===== src/rtl/parity_frame_gen.sv =====
// parity_frame_gen: frame parity accumulator with valid/ready in and out.
// Optional PARITY_CHECK_EN adds exp_parity / err / err_cnt checking.
//
// Ports:
//   clk, rst_n                 clock, synchronous active-low reset
//   in_valid/in_ready          word handshake (in_ready = state != DONE)
//   in_data[WIDTH]             data word
//   in_last                    final word of frame (on accepted beat)
//   odd_mode                   0 even / 1 odd, latched on first beat
//   out_valid/out_ready        result handshake
//   out_parity, out_beats[CW]  frame parity bit and beat count
//   frame_cnt[8]               completed-frame counter (wraps)
//   exp_parity, err, err_cnt   only with PARITY_CHECK_EN
module parity_frame_gen #(
    parameter int WIDTH     = 4,
    parameter int FRAME_LEN = 8,
    localparam int CW       = $clog2(FRAME_LEN + 1)
) (
    input  logic             clk,
    input  logic             rst_n,
    input  logic             in_valid,
    output logic             in_ready,
    input  logic [WIDTH-1:0] in_data,
    input  logic             in_last,
    input  logic             odd_mode,
    output logic             out_valid,
    input  logic             out_ready,
    output logic             out_parity,
    output logic [CW-1:0]    out_beats,
`ifdef PARITY_CHECK_EN
    input  logic             exp_parity,
    output logic             err,
    output logic [7:0]       err_cnt,
`endif
    output logic [7:0]       frame_cnt
);

    typedef enum logic [1:0] {
        IDLE  = 2'd0,
        ACCUM = 2'd1,
        DONE  = 2'd2
    } state_t;

    localparam logic [CW-1:0] LAST_BEAT = CW'(FRAME_LEN);

    state_t        state;
    logic          acc;
    logic [CW-1:0] beats;
    logic          mode_q;

    logic          accept;
    logic          beat_par;
    logic          next_acc;
    logic [CW-1:0] next_beats;
    logic          next_mode;
    logic          frame_end;
    logic          final_par;

    assign in_ready = (state != DONE);
    assign accept   = in_valid && in_ready;

    // The first beat of a frame starts fresh and takes the live mode;
    // later beats fold into the running accumulator.
    always_comb begin
        beat_par   = ^in_data;
        next_acc   = beat_par;
        next_beats = CW'(1);
        next_mode  = odd_mode;
        if (state == ACCUM) begin
            next_acc   = acc ^ beat_par;
            next_beats = beats + CW'(1);
            next_mode  = mode_q;
        end
        frame_end = in_last || (next_beats == LAST_BEAT);
        final_par = next_acc ^ next_mode;
    end

    always_ff @(posedge clk) begin
        if (!rst_n) begin
            state      <= IDLE;
            acc        <= 1'b0;
            beats      <= '0;
            mode_q     <= 1'b0;
            out_valid  <= 1'b0;
            out_parity <= 1'b0;
            out_beats  <= '0;
            frame_cnt  <= 8'd0;
`ifdef PARITY_CHECK_EN
            err        <= 1'b0;
            err_cnt    <= 8'd0;
`endif
        end else begin
            unique case (state)
                IDLE, ACCUM: begin
                    if (accept) begin
                        mode_q <= next_mode;
                        acc    <= next_acc;
                        beats  <= next_beats;
                        if (frame_end) begin
                            state      <= DONE;
                            out_valid  <= 1'b1;
                            out_parity <= final_par;
                            out_beats  <= next_beats;
                            frame_cnt  <= frame_cnt + 8'd1;
`ifdef PARITY_CHECK_EN
                            err <= (final_par != exp_parity);
                            if ((final_par != exp_parity) &&
                                (err_cnt != 8'hFF))
                                err_cnt <= err_cnt + 8'd1;
`endif
                        end else begin
                            state <= ACCUM;
                        end
                    end
                end
                DONE: begin
                    if (out_ready) begin
                        state     <= IDLE;
                        out_valid <= 1'b0;
                        acc       <= 1'b0;
                        beats     <= '0;
                    end
                end
                default: state <= IDLE;
            endcase
        end
    end

endmodule


===== config.mk =====
export PLATFORM = sky130hd
export DESIGN_NAME = parity_frame_gen
export DESIGN_NICKNAME = d
export VERILOG_FILES = /design/src/rtl/parity_frame_gen.sv
export SDC_FILE = /design/constraint.sdc
export NUM_CORES = 1
export LEC_CHECK = 0
export CORE_MARGIN = 8
export CORE_UTILIZATION = 50
export DETAILED_ROUTE_END_ITERATION = 10
export PLACE_DENSITY = 0.84
export SLEW_MARGIN = 10
export SYNTH_ARGS = -nofsm -noshare
export SYNTH_HDL_FRONTEND = slang
export SYNTH_SLANG_ARGS = --single-unit

===== constraint.sdc =====
create_clock -name clk -period 3 [get_ports clk]
set_input_delay 0.6 -clock clk [delete_from_list [all_inputs] [get_ports clk]]
set_output_delay 0.6 -clock clk [all_outputs]
set_load 0.03 [all_outputs]

# Word-level counts from Yosys, hierarchy flattened
# Cells that the tools add are included.
op_classes:
  n_eq_ne: 7
  addsub: 2
  n_bitwise: 2
  reduce_logical: 11
  mux: 16
op_table:
  columns: ["op", "count"]
  rows:
  - ["4-bit two-way mux", 3]
  - ["8-bit by 1-bit adder with 8-bit output, second input constant", 1]
  - ["2-bit != test, second input constant", 4]
  - ["4-bit case mux with 2 select lines", 1]
  - ["1-bit two-way mux", 6]
  - ["2-bit two-way mux", 3]
  - ["3-bit AND reduction", 2]
  - ["4-bit by 1-bit adder with 4-bit output, second input constant", 1]
  - ["4-bit equality test, second input constant", 1]
  - ["1-bit case mux with 2 select lines", 2]
  - ["2-bit case mux with 2 select lines", 1]
  - ["2-bit AND reduction", 2]
  - ["4-bit AND reduction", 1]
  - ["4-bit XOR reduction", 1]
  - ["2-bit by 1-bit equality test with 1-bit output, second input constant", 1]
  - ["2-bit equality test, second input constant", 1]
  - ["2-bit logical NOT", 1]
  - ["2-bit nonzero test", 1]
  - ["2-bit OR reduction", 1]
  - ["1-bit XOR", 2]
  - ["1-bit logical AND", 1]
  - ["1-bit logical OR", 1]
word_totals:
  out_inout_bits: 15
  register_bits: 22

# Logic depth before layout (Yosys ltp)
depth:
  ltp_word: 7
  ltp_mapped: 7
  depth_no_buf: 6

# Worst setup path after synthesis
# Ideal clock, no wire load.
synth_timing:
  kind: "register -> register"
  start: "reg beats[0]"
  end: "reg frame_cnt[3]"
  stages_incl_launch_ff: 8
  slack_ps: 1114
  arrival_time_ps: 1766
  setup_ps: 119
  t_required_ps: 2881
  path_cell_list: "dfxtp_1 -> ha_1 -> and4bb_1 -> a21oi_2 -> a211oi_4 -> buf_6 -> nand4_1 -> mux2i_1"
synth_between:
  elab_chain_len: 5
synth_lines:
  columns: ["element", "line_no", "text"]
  rows:
  - ["start: declaration", "48", "logic [CW-1:0] beats;"]
  - ["start signal: assignment", "98", "beats <= next_beats;"]
  - ["4-bit by 1-bit adder with 4-bit output", "71", "next_beats = beats + CW'(1);"]
  - ["4-bit two-way mux", "69", "if (state == ACCUM) begin"]
  - ["4-bit equality test", "74", "frame_end = in_last || (next_beats == LAST_BEAT);"]
  - ["1-bit logical OR", "74", null]
  - ["3-bit AND reduction (no line)", null, null]
  - ["end signal: assignment", "104", "frame_cnt <= frame_cnt + 8'd1;"]
  - ["end: declaration", "35", "output logic [7:0] frame_cnt"]
# Every way passes these cells.
# A chain may end at the register's enable or synchronous reset.

# Worst setup path after layout
layout_timing:
  start: "reg state[1]"
  end: "out in_ready"
layout_between:
  elab_chain_len: 1
layout_lines:
  columns: ["element", "line_no", "text"]
  rows:
  - ["start: declaration", "46", "state_t state;"]
  - ["start signal: assignment", "80", "state <= IDLE;"]
  - ["start signal: assignment", "100", "state <= DONE;"]
  - ["start signal: assignment", "112", "state <= ACCUM;"]
  - ["2-bit != test", "59", "assign in_ready = (state != DONE);"]
  - ["end: declaration", "22", "output logic in_ready,"]
# Every way passes these cells.

==> impl_metrics.json <==
{
  "dr.first_iter.drc_count": 46,
  "grt_max_degree": 22,
  "stdcell_count": 182,
  "drv_slew": 0,
  "hold_ws_ns": 0.472,
  "cts_tree": "built",
  "synth_fa_ha_area_share_pct": 2.12,
  "cp.arrival_ns": 1.75,
  "synthSimpleGateAreaFrac_pct": 26.7,
  "cts_sinks": 22,
  "synth_top_family_by_area": "simple AND/OR/NAND/NOR gates",
  "nets": 167,
  "period_needed_ns": 2.35,
  "grt_pass1_wl_um": 4260,
  "hold_violations": 0,
  "maxCapViolCount": 0,
  "dp_hpwl_um": 1990,
  "synthMuxAreaShare_pct": 5.94,
  "num_vias": 1010,
  "p_leak_nw": 0.511,
  "cts_buffer_depth": 2,
  "antenna_cells": 0,
  "fin_crit_sh_pct": 78.5,
  "dp.cells": 178,
  "drt_pre_antenna_iters": 4,
  "crit_type": "register to output port",
  "cts_hold_repair.buffers": 0,
  "htree_levels": 1,
  "postCtsSetupBuffers": 0,
  "wirelength_um": 2580,
  "peakVddDrop_uv": 322,
  "area_delta_synth_final_pct": 23.4,
  "start_util_pct": 53.3,
  "rows": 17,
  "cp.required_ns": 2.40,
  "grt_pass1_vias": 983,
  "via_per_inst": 5.55,
  "tns_ns": 0,
  "gp_congestion": 0.886,
  "syn_avg_cell_area_um2": 8.94,
  "core_area_um2": 2210,
  "synth_compound_area_share_pct": 17.1,
  "clkLatencyLatePin_ns": 0.31,
  "post_cts_resize_count": 0,
  "yosysWarnings": 0,
  "rsz0062_at_grt": "no",
  "final_layout_size_suffix_gt1_share_pct": 7.14,
  "syn_nets": 144,
  "ys_types": 38,
  "die_w_um": 64.6,
  "status": "complete, no violations",
  "die_y_um": 64.6,
  "syn_inst": 132,
  "min_path_type": "register to register",
  "power.density_nw_per_um2": 392,
  "dieArea_um2": 4170,
  "layout_commonest_cell": "clkdlybuf4s50_1",
  "cts_buffers": 3,
  "ys_ff_latch": 22,
  "clkTransAtPathRegs_ns": 0.12,
  "relSlewSlack_pct": 55.6,
  "final_util_pct": 65.8,
  "port_buffers": 24,
  "setup_viol": 0,
  "ant_nets": 0,
  "avgRoutedWirePerCell_um": 14.2,
  "track_usage_pct": 12.3,
  "tightest_slew_ns": 0.664,
  "worstSetupStartpointType": "register",
  "yosys.area_share.xor_xnor_pct": 6.57,
  "cp-end-kind": "output port",
  "route.detailed.drc": 0,
  "root_buffer": "clkbuf_4",
  "antenna_found_initial": 0,
  "io_pins": 25,
  "yosysSeqAreaShare_pct": 37.3,
  "skew_ns": 0.00545,
  "grt_overflow_total": 0,
  "syn_area_um2": 1180,
  "crit_path_max_fanout": 9,
  "max_freq_ghz": 0.425,
  "final_cell_mix": "clkdlybuf4s50_1 (24), dfxtp_1 (22), nand2_1 (20), nand3_1 (8)"
}
[sequential cells by signal, indices dropped and copies added, names as in the netlist]
signal	count
out_beats	4
out_valid	1
frame_cnt	8
beats	4
out_parity	1
state	2
mode_q	1
acc	1
[final cells by class]
| class | instances | area [um2] |
|---|---|---|
| repair buffers | 25 | 248 |
| multi-input cells | 101 | 689 |
| flip-flops and latches | 22 | 440 |
| well taps | 28 | 35.0 |
| clock buffers | 4 | 36.3 |
| fillers | 190 | 756 |
| inverters | 2 | 7.51 |
[cells by family after synthesis]
| kind of cell | Yosys count |
|---|---|
| buffers and inverters | 9 |
| flip-flops | 22 |
| adder cells (fa/ha/maj) | 2 |
| AO/OA/AOI/OAI | 27 |
| AND/OR/NAND/NOR | 57 |
| multiplexers | 7 |
| XOR/XNOR | 8 |
[power breakdown]
group	total (W)	switching (W)	leakage, nW	internal (W)
Sequential	0.000313	0.0000113	0.179	0.000301
Clock	0.000164	0.0000895	0.0210	0.0000741
Combinational	0.0000944	0.0000502	0.311	0.0000443
[worst paths after layout]
| kind | from | end | slack [ns] | depth (start not counted) |
|---|---|---|---|---|
| max | state[1]$_SDFFE_PN0P_ | in_ready | 0.65 | 3 |
| max reg2reg | beats[0]$_SDFFE_PN0P_ | frame_cnt[3]$_SDFFE_PN0P_ | 0.81 | 6 |
| min | out_beats[0]$_SDFFE_PN0P_ | out_beats[0]$_SDFFE_PN0P_ | 0.47 | 2 |
| min reg2reg | out_beats[0]$_SDFFE_PN0P_ | out_beats[0]$_SDFFE_PN0P_ | 0.47 | 2 |
[metrics by stage]
step / instance area, um2 / setup slack, ns / power [W]
2_1_floorplan: 1180 / 1.11 / 0.000380
3_3_place_gp: 1420 / 0.486 / 0.000411
3_5_place_dp: 1420 / 0.366 / 0.000413
4_1_cts: 1460 / 0.667 / 0.000574
5_1_grt: 1460 / 0.547 / 0.000599
6_report: 1460 / 0.646 / 0.000571
[Yosys cell counts (all sizes together)]
library cell,n,area [um2]
dfxtp,22,440
nand2,20,75.1
nand3,9,50.1
mux2i,7,70.1
nand2b,7,43.8
a21boi,6,45.0
a21oi,5,28.8
nor2b,5,31.3
o21ai,5,25.0
xnor2,5,51.3
clkbuf,4,15.0
buf,3,27.5
nand4,3,18.8
xor2,3,26.3
a211oi,2,27.5
and2,2,12.5
ha,2,25.0
inv,2,7.51
nand3b,2,15.0
nor2,2,7.51
nor3b,2,15.0
o22ai,2,12.5
o31ai,2,15.0
or4,2,15.0
a31oi,1,12.5
and4bb,1,12.5
nor4b,1,8.76
o21a,1,7.51
o21ba,1,10.0
o221ai,1,8.76
o41ai,1,8.76
or4b,1,10.0
[worst max-delay path, stage by stage, from the launching register on]
cell,delay (ns)
dfxtp_1,0.48
nor2b_1,0.28
inv_1,0.09
clkdlybuf4s50_1,0.60
[routing by layer]
| layer | GRT usage (%) | vias up | part of all wire [%] |
|---|---|---|---|
| met3 | 3.26 | 4 | 5.1 |
| met4 | 4.90 | 0 | 1.0 |
| met1 | 13.3 | 478 | 44 |
| met2 | 22.2 | 21 | 49 |
| li1 | - | 507 | - |
| met5 | 0 | - | 0 |
(Power assumes the default switching activity.)
